File: src/rtl/acc_cpu_pkg.sv
// acc_cpu_pkg - shared definitions for the parametrised accumulator CPU.
//   * opcode encodings (OP_ADD .. OP_ROUND / OP_JMPZ)
//   * control FSM state enum
//   * instruction-register field positions as functions of DW
// Optional feature macro: ACC_CPU_JMPZ_EN (opcode 7 becomes JMPZ instead of ROUND).
`timescale 1ns/1ps
package acc_cpu_pkg;

  typedef logic [2:0] opc_t;

  localparam opc_t OP_ADD    = 3'd0;
  localparam opc_t OP_ASHL   = 3'd1;
  localparam opc_t OP_XNOR   = 3'd2;
  localparam opc_t OP_DIV2   = 3'd3;
  localparam opc_t OP_LOAD   = 3'd4;
  localparam opc_t OP_STORE  = 3'd5;
  localparam opc_t OP_COMP2S = 3'd6;
  // Opcode 7 is shared: ROUND in the default build, JMPZ with ACC_CPU_JMPZ_EN.
  localparam opc_t OP_ROUND  = 3'd7;
  localparam opc_t OP_JMPZ   = 3'd7;

  typedef enum logic [2:0] {
    ST_IDLE,
    ST_FETCH_A,
    ST_FETCH_R,
    ST_DECODE,
    ST_INDIRECT,
    ST_EXEC_M,
    ST_EXEC_A
  } state_t;

  // IR layout: {I, OPC[2:0], ADDR}; ADDR occupies the low AW bits (DW-4 >= AW).
  function automatic int ir_i_pos(input int dw);
    return dw - 1;
  endfunction

  function automatic int ir_opc_hi(input int dw);
    return dw - 2;
  endfunction

  function automatic int ir_opc_lo(input int dw);
    return dw - 4;
  endfunction

endpackage

File: src/rtl/acc_cpu_param_if.sv
// acc_cpu_param_if - memory bus between the CPU (master) and the memory (slave).
//   addr  : word address (CPU AR register)
//   rd/wr : read / write request, held until ack; never both high
//   wdata : write data (accumulator), valid while wr
//   rdata : read data, sampled by the CPU in the cycle with rd & ack
//   ack   : completes the pending request in the current cycle
// Optional feature macro used by the CPU: ACC_CPU_JMPZ_EN (no effect on this bus).
`timescale 1ns/1ps
interface acc_cpu_param_if #(
  parameter int DW = 8,
  parameter int AW = 4
);
  logic [AW-1:0] addr;
  logic          rd;
  logic          wr;
  logic [DW-1:0] wdata;
  logic [DW-1:0] rdata;
  logic          ack;

  modport master (
    output addr, rd, wr, wdata,
    input  rdata, ack
  );

  modport slave (
    input  addr, rd, wr, wdata,
    output rdata, ack
  );
endinterface

File: src/rtl/acc_cpu_alu.sv
// acc_cpu_alu - combinational ALU of the accumulator CPU.
//   opc_i       : opcode (IR[DW-2:DW-4])
//   ac_i        : current accumulator
//   m_i         : memory operand (DR)
//   result_o    : new accumulator value
//   carry_out_o : new carry value
//   carry_we_o  : 1 when the opcode updates carry
// Optional feature macro: ACC_CPU_JMPZ_EN - opcode 7 is a jump handled by the
// control FSM, so the ALU treats it as a no-op; otherwise opcode 7 is ROUND.
`timescale 1ns/1ps
module acc_cpu_alu
  import acc_cpu_pkg::*;
#(
  parameter int DW = 8
) (
  input  opc_t          opc_i,
  input  logic [DW-1:0] ac_i,
  input  logic [DW-1:0] m_i,
  output logic [DW-1:0] result_o,
  output logic          carry_out_o,
  output logic          carry_we_o
);

  logic [DW:0] sum;
  assign sum = {1'b0, ac_i} + {1'b0, m_i};

`ifndef ACC_CPU_JMPZ_EN
  // ROUND adds one in DW+1 bits so 0xFF..F rounds up to the top bit instead of wrapping.
  logic [DW:0] rnd;
  assign rnd = {1'b0, m_i} + {{DW{1'b0}}, 1'b1};
`endif

  always_comb begin
    result_o    = ac_i;
    carry_out_o = 1'b0;
    carry_we_o  = 1'b0;
    case (opc_i)
      OP_ADD: begin
        result_o    = sum[DW-1:0];
        carry_out_o = sum[DW];
        carry_we_o  = 1'b1;
      end
      OP_ASHL: begin
        result_o    = {m_i[DW-2:0], 1'b0};
        carry_out_o = m_i[DW-1];
        carry_we_o  = 1'b1;
      end
      OP_XNOR: begin
        result_o = ~(ac_i ^ m_i);
      end
      OP_DIV2: begin
        result_o    = {m_i[DW-1], m_i[DW-1:1]};
        carry_out_o = m_i[0];
        carry_we_o  = 1'b1;
      end
      OP_LOAD: begin
        result_o = m_i;
      end
      OP_COMP2S: begin
        result_o    = -m_i;
        carry_out_o = |m_i;
        carry_we_o  = 1'b1;
      end
      default: begin
`ifndef ACC_CPU_JMPZ_EN
        result_o    = rnd[DW:1];
        carry_out_o = 1'b0;
        carry_we_o  = 1'b1;
`endif
      end
    endcase
  end

endmodule

File: src/rtl/acc_cpu_param.sv
// acc_cpu_param - parametrised multi-cycle accumulator CPU, one instruction in flight.
//   clk    : clock, rising edge
//   clr    : asynchronous active-high reset
//   run    : 1 = keep fetching, 0 = stop to IDLE after the current instruction
//   mem    : memory bus (acc_cpu_param_if.master): addr=AR, rd/wr requests held until ack
//   ac_out : accumulator
//   carry  : carry/borrow flag
//   pc_out : program counter
//   idle   : 1 while in IDLE
// Parameters: DW data/instruction width (IR = {I, OPC, ADDR}), AW address width; DW-4 >= AW.
// Optional feature macro: ACC_CPU_JMPZ_EN - opcode 7 becomes JMPZ (PC <= effective
// address when AC == 0, no memory access); default build implements ROUND.
`timescale 1ns/1ps
module acc_cpu_param
  import acc_cpu_pkg::*;
#(
  parameter int DW = 8,
  parameter int AW = 4
) (
  input  logic            clk,
  input  logic            clr,
  input  logic            run,
  acc_cpu_param_if.master mem,
  output logic [DW-1:0]   ac_out,
  output logic            carry,
  output logic [AW-1:0]   pc_out,
  output logic            idle
);

  localparam int I_POS  = ir_i_pos(DW);
  localparam int OPC_HI = ir_opc_hi(DW);
  localparam int OPC_LO = ir_opc_lo(DW);
  localparam logic [AW-1:0] PC_ONE = {{(AW-1){1'b0}}, 1'b1};

  state_t        state_q;
  logic [AW-1:0] pc_q;
  logic [AW-1:0] ar_q;
  logic [DW-1:0] ir_q;
  logic [DW-1:0] dr_q;
  logic [DW-1:0] ac_q;
  logic          carry_q;
  logic          rd_q;
  logic          wr_q;

  opc_t          opc;
  logic          is_jmpz;
  logic          exec_rd_d;
  logic          exec_wr_d;
  logic          req_done_d;
  state_t        after_state_d;
  logic [AW-1:0] pc_inc_d;

  logic [DW-1:0] alu_result;
  logic          alu_carry;
  logic          alu_carry_we;

  assign opc = ir_q[OPC_HI:OPC_LO];

`ifdef ACC_CPU_JMPZ_EN
  assign is_jmpz = (opc == OP_JMPZ);
`else
  assign is_jmpz = 1'b0;
`endif

  // Memory phase of EXEC_M: STORE writes, JMPZ touches no memory, all else reads DR.
  assign exec_wr_d = (opc == OP_STORE);
  assign exec_rd_d = (opc != OP_STORE) && !is_jmpz;

  // An ack only counts while a request is actually outstanding.
  assign req_done_d    = mem.ack && (rd_q || wr_q);
  assign after_state_d = run ? ST_FETCH_A : ST_IDLE;
  assign pc_inc_d      = pc_q + PC_ONE;

  acc_cpu_alu #(.DW(DW)) u_alu (
    .opc_i       (opc),
    .ac_i        (ac_q),
    .m_i         (dr_q),
    .result_o    (alu_result),
    .carry_out_o (alu_carry),
    .carry_we_o  (alu_carry_we)
  );

  // Request strobes are registered and asserted on entry to the requesting state,
  // so addr/rd/wr come straight from flops and stay put through wait states.
  always_ff @(posedge clk or posedge clr) begin
    if (clr) begin
      state_q <= ST_IDLE;
      pc_q    <= '0;
      ar_q    <= '0;
      ir_q    <= '0;
      dr_q    <= '0;
      ac_q    <= '0;
      carry_q <= 1'b0;
      rd_q    <= 1'b0;
      wr_q    <= 1'b0;
    end else begin
      case (state_q)
        ST_IDLE: begin
          if (run) state_q <= ST_FETCH_A;
        end
        ST_FETCH_A: begin
          ar_q    <= pc_q;
          rd_q    <= 1'b1;
          state_q <= ST_FETCH_R;
        end
        ST_FETCH_R: begin
          if (req_done_d) begin
            ir_q    <= mem.rdata;
            pc_q    <= pc_inc_d;
            rd_q    <= 1'b0;
            state_q <= ST_DECODE;
          end
        end
        ST_DECODE: begin
          ar_q <= ir_q[AW-1:0];
          if (ir_q[I_POS]) begin
            rd_q    <= 1'b1;
            state_q <= ST_INDIRECT;
          end else begin
            rd_q    <= exec_rd_d;
            wr_q    <= exec_wr_d;
            state_q <= ST_EXEC_M;
          end
        end
        ST_INDIRECT: begin
          if (req_done_d) begin
            ar_q    <= mem.rdata[AW-1:0];
            rd_q    <= exec_rd_d;
            wr_q    <= exec_wr_d;
            state_q <= ST_EXEC_M;
          end
        end
        ST_EXEC_M: begin
          if (is_jmpz) begin
            if (ac_q == '0) pc_q <= ar_q;
            state_q <= after_state_d;
          end else if (req_done_d) begin
            rd_q <= 1'b0;
            wr_q <= 1'b0;
            if (wr_q) begin
              state_q <= after_state_d;
            end else begin
              dr_q    <= mem.rdata;
              state_q <= ST_EXEC_A;
            end
          end
        end
        ST_EXEC_A: begin
          ac_q <= alu_result;
          if (alu_carry_we) carry_q <= alu_carry;
          state_q <= after_state_d;
        end
        default: begin
          rd_q    <= 1'b0;
          wr_q    <= 1'b0;
          state_q <= ST_IDLE;
        end
      endcase
    end
  end

  assign mem.addr  = ar_q;
  assign mem.rd    = rd_q;
  assign mem.wr    = wr_q;
  assign mem.wdata = ac_q;

  assign ac_out = ac_q;
  assign carry  = carry_q;
  assign pc_out = pc_q;
  assign idle   = (state_q == ST_IDLE);

endmodule

File: src/flat_wrapper.sv
// flat-port wrapper written by rule: the top's interface ports become plain ports
module acc_cpu_param_flat import acc_cpu_pkg::*;
#(
  parameter int DW = 8,
  parameter int AW = 4
)
  (clk, clr, run, ac_out, carry, pc_out, idle, mem_addr, mem_rd, mem_wr, mem_wdata, mem_rdata, mem_ack);
  acc_cpu_param_if #(.DW(DW), .AW(AW)) mem_i ();
  input  logic clk;
  input  logic clr;
  input  logic run;
  output logic [DW-1:0] ac_out;
  output logic carry;
  output logic [AW-1:0] pc_out;
  output logic idle;
  output wire logic [$bits(mem_i.addr)-1:0] mem_addr;
  output wire logic [$bits(mem_i.rd)-1:0] mem_rd;
  output wire logic [$bits(mem_i.wr)-1:0] mem_wr;
  output wire logic [$bits(mem_i.wdata)-1:0] mem_wdata;
  input wire logic [$bits(mem_i.rdata)-1:0] mem_rdata;
  input wire logic [$bits(mem_i.ack)-1:0] mem_ack;
  assign mem_addr = mem_i.addr;
  assign mem_rd = mem_i.rd;
  assign mem_wr = mem_i.wr;
  assign mem_wdata = mem_i.wdata;
  assign mem_i.rdata = mem_rdata;
  assign mem_i.ack = mem_ack;
  acc_cpu_param #(.DW(DW), .AW(AW)) u_core (.clk(clk), .clr(clr), .run(run), .mem(mem_i), .ac_out(ac_out), .carry(carry), .pc_out(pc_out), .idle(idle));
endmodule
File: config.mk
export PLATFORM = sky130hd
export DESIGN_NAME = acc_cpu_param_flat
export DESIGN_NICKNAME = d
export VERILOG_FILES = /design/src/rtl/acc_cpu_pkg.sv /design/src/rtl/acc_cpu_param_if.sv /design/src/rtl/acc_cpu_alu.sv /design/src/rtl/acc_cpu_param.sv /design/src/flat_wrapper.sv
export SDC_FILE = /design/constraint.sdc
export NUM_CORES = 1
export LEC_CHECK = 0
export BUFFER_PORTS_ARGS = -buffer_cell sky130_fd_sc_hd__buf_4
export CELL_PAD_IN_SITES_DETAIL_PLACEMENT = 2
export CELL_PAD_IN_SITES_GLOBAL_PLACEMENT = 2
export CORE_MARGIN = 2
export CORE_UTILIZATION = 35
export DETAILED_ROUTE_END_ITERATION = 12
export PLACE_DENSITY = 0.79
export SYNTH_ARGS = -nofsm -noshare
export SYNTH_HDL_FRONTEND = slang
export SYNTH_SLANG_ARGS = --single-unit
File: constraint.sdc
create_clock -name clk -period 2.4 [get_ports clk]
set_clock_uncertainty 0.1 [all_clocks]
set_input_delay 0.12 -clock clk [delete_from_list [all_inputs] [get_ports clk]]
set_output_delay 0.12 -clock clk [all_outputs]
set_load 0.01 [all_outputs]
==> out/metrics.csv <==
stage;metric;value;unit
cts;path_clk_slew;0.09;ns
yosys;ys_warn_count;0;
detailed_routing;drcViolationCount;0;
detailed_routing;vias;2871;
outcome;status;finished clean;
worst_setup_path;r2r_slack;0.11;ns
worst_setup_path;cp-start-kind;flip-flop;
job;maxCapViolCount;0;
die;coreArea;8130;um^2
yosys;synth-edff-count;0;
place;portBuffers;39;
worst_setup_path;r2r_end;u_core.ac_out[7]$_DFFE_PP0N_;
layout;multi_input_area;1750;um^2
timing;relSlewSlack;0.574;
detailed_routing;ant_nets;0;
timing;final.min_clock_period;2.29;ns
power;ir_drop;0.476;mV
timing;rsz0062_at_grt;no;
timing;final_max_slew_viol_count;0;
yosys;synth_top_family_by_area;compound AO/OA/AOI/OAI gates;
worst_setup_path;end_kind;flip-flop;
layout;ff_latch_area;951;um^2
die;pin_count;40;
grt;grt_start_max_net_pins;39;
layout;utilization;0.436;
die;die_h;95.4;um
die;die_w;95.4;um
yosys;yosys.area.top_type;dfrtp_1;
detailed_routing;vias_per_cell;5.77;
die;dieArea;9090;um^2
yosys;synth_xor_area_frac;0.0480;
timing;finalSetupTns;0;ns
yosys;synthSimpleGateAreaFrac;0.208;
worst_setup_path;reg2reg_depth;5;
yosys;synth_fp_nets;376;
worst_setup_path;cp-endpoint;u_core.ac_out[7]$_DFFE_PP0N_;
detailed_routing;wl;10700;um
yosys;synthMuxAreaShare;0.0561;
timing;worstMarginPinSlew;0.632;ns
layout;fill_cells;920;
worst_setup_path;cp_max_fo;10;
place;post-place-cells;481;
worst_setup_path;critPathKind;flip-flop to flip-flop;
yosys;synthTopCellsByCount;nand2_1, dfrtp_1, o21ai_0;
yosys;async_reset_ff_frac;1.00;
detailed_routing;drt_iter0_drc;100;
yosys;synthFlopType;dfrtp_1;
yosys;yosys.area.top_type_share;0.325;
worst_setup_path;crit_path_start;u_core.dr_q[5]$_DFFE_PP0P_;
yosys;synthAdderAreaFrac;0.0540;
worst_setup_path;r2r_start;u_core.dr_q[5]$_DFFE_PP0P_;
yosys;synth_compound_area_frac;0.230;
cts;cts_buffers;5;
grt;antenna_found_initial;0;
detailed_routing;wire_per_inst;21.4;um
cts;clk_latency;0.31;ns
cts;clockBufferDepth;2;
layout;final_cells;498;
layout;area.growth.synth_to_final;21.5;%
place;dpl.hpwl;7120;um
grt;grt_pass1_vias;3110;
cts;cts_tree;yes;
place;place_congestion;0.851;
detailed_routing;drt-pass1-iter-count;4;
timing;max_freq;0.437;GHz
grt;grt_pass1_wl;17400;um
yosys;ys_ff_latch;38;
grt;grt_usage;0.255;
worst_hold_path;hold_depth;4;
grt;grt_overflow_total;0;
yosys;ys_seq_area_frac;0.325;
yosys;syn_inst;352;
cts;post_cts_buffers;0;
yosys;syn_area;2920;um^2
die;num_rows;33;
worst_hold_path;hold_class;input port to flip-flop;
timing;setup_viol;0;
layout;drive_gt1_frac;0.221;
worst_setup_path;required;2.48;ns
worst_setup_path;cp_data_arrival_time;2.37;ns
die;start_util;0.359;
cts;root_buffer;clkbuf_8;
power;leakagePower;1.57;nW
yosys;synth_area_leaders;dfrtp_1, nand2_1, ha_1, o21ai_0, mux2_2;
yosys;avgSynthCellArea;8.30;um^2
yosys;synth_most_common_cell;nand2_1;
power;p_per_area;1500;nW/um^2
power;total_power;0.00534;W
layout;nets;416;
yosys;ys_types;57;
cts;cts_max_level;2;
timing;hold_viol;0;
timing;period_share;0.954;
cts;cts.sinks;38;
layout;antennaDiodeCount;0;
==> cell families after synthesis <==
kind of cell / Yosys count
xor gates and xnor gates: 16
muxes: 15
and+or+nand+nor: 123
AOI/OAI and AO/OA: 102
buffers and inverters: 46
adders and majority gates: 12
DFF: 38
==> state kept, by name, summed over array words and instances (netlist names), 3 cells and up <==
register and cells:
u_core.ac_out 8, u_core.dr_q 8, u_core.ir_q 8, u_core.mem.addr 4, u_core.pc_out 4, u_core.state_q 3
==> area by class of cell <==
class / instances / area share
clock buffers: 5 / 0.0194
well taps: 105 / 0.0370
clock inverters: 3 / 0.0194
flip-flops and latches: 38 / 0.268
repair buffers: 66 / 0.149
multi-input cells: 268 / 0.493
inverters: 13 / 0.0137
==> report_power, final <==
group	switching, W	internal [W]	leakage, nW	total (W)
clock	0.000283	0.000417	0.0683	0.000701
sequential	0.000387	0.000919	0.476	0.00131
combinational	0.00192	0.00142	1.03	0.00333
total	0.00259	0.00275	1.57	0.00534
==> cells in the final DEF (no fill, tap or decap), drive strengths merged, types with 5 or more instances in the layout <==
cell	instances
nand2	53
a21oi	22
o22ai	7
mux2	11
nor2b	7
dlygate4sd3	9
o21ai	26
nor3	12
inv	12
nor2	16
nand3	7
clkbuf	5
buf	57
a21o	5
ha	11
xnor2	12
nand2b	5
or3	5
dfrtp	38
a211oi	5
==> what timing repair did <==
item,CTS,global route
endpoints found under the setup margin,2,4
hold buffers,9,0
hold endpoints to repair,54,0
gates resized for setup,1,3
pin swaps,0,1
==> layer usage <==
metal / GRT usage / part of all wire / up-vias
met5: 0 / 0 / -
met4: 0.0676 / 0.015 / 0
met3: 0.0300 / 0.023 / 12
met2: 0.435 / 0.51 / 46
met1: 0.341 / 0.46 / 1469
li1: - / - / 1344
==> metrics by stage <==
stage	worst slack (ns)	instance area [um^2]	hold slack [ns]
after floorplan	0.258	2920	0.125
after CTS	0.0331	3540	0.0852
after global placement	0.119	3310	0.189
after global routing	0.00598	3550	0.0970
final	0.110	3550	0.0753
after detailed placement	-0.0156	3310	0.196
==> worst min-delay path by stage <==
stage | end | slack [ns] | from
2_1_floorplan | u_core.ir_q[0]$_DFFE_PP0P_ | 0.13 | mem_rdata[0]
3_3_place_gp | u_core.ac_out[1]$_DFFE_PP0N_ | 0.19 | clr
3_5_place_dp | u_core.ac_out[1]$_DFFE_PP0N_ | 0.20 | clr
4_1_cts | u_core.state_q[0]$_DFFE_PP0P_ | 0.09 | run
5_1_grt | u_core.state_q[0]$_DFFE_PP0P_ | 0.1 | run
6_report | u_core.state_q[2]$_DFFE_PP0P_ | 0.08 | mem_ack
==> critical path, cell delays in order, from the launching register on <==
cell and delay (ns):
dfrtp_1 0.54, or4_4 0.62, nor4_4 0.21, o31ai_1 0.14
a2111oi_2 0.42, a21oi_1 0.12
Note: power is estimated with default switching activity, not from simulation.
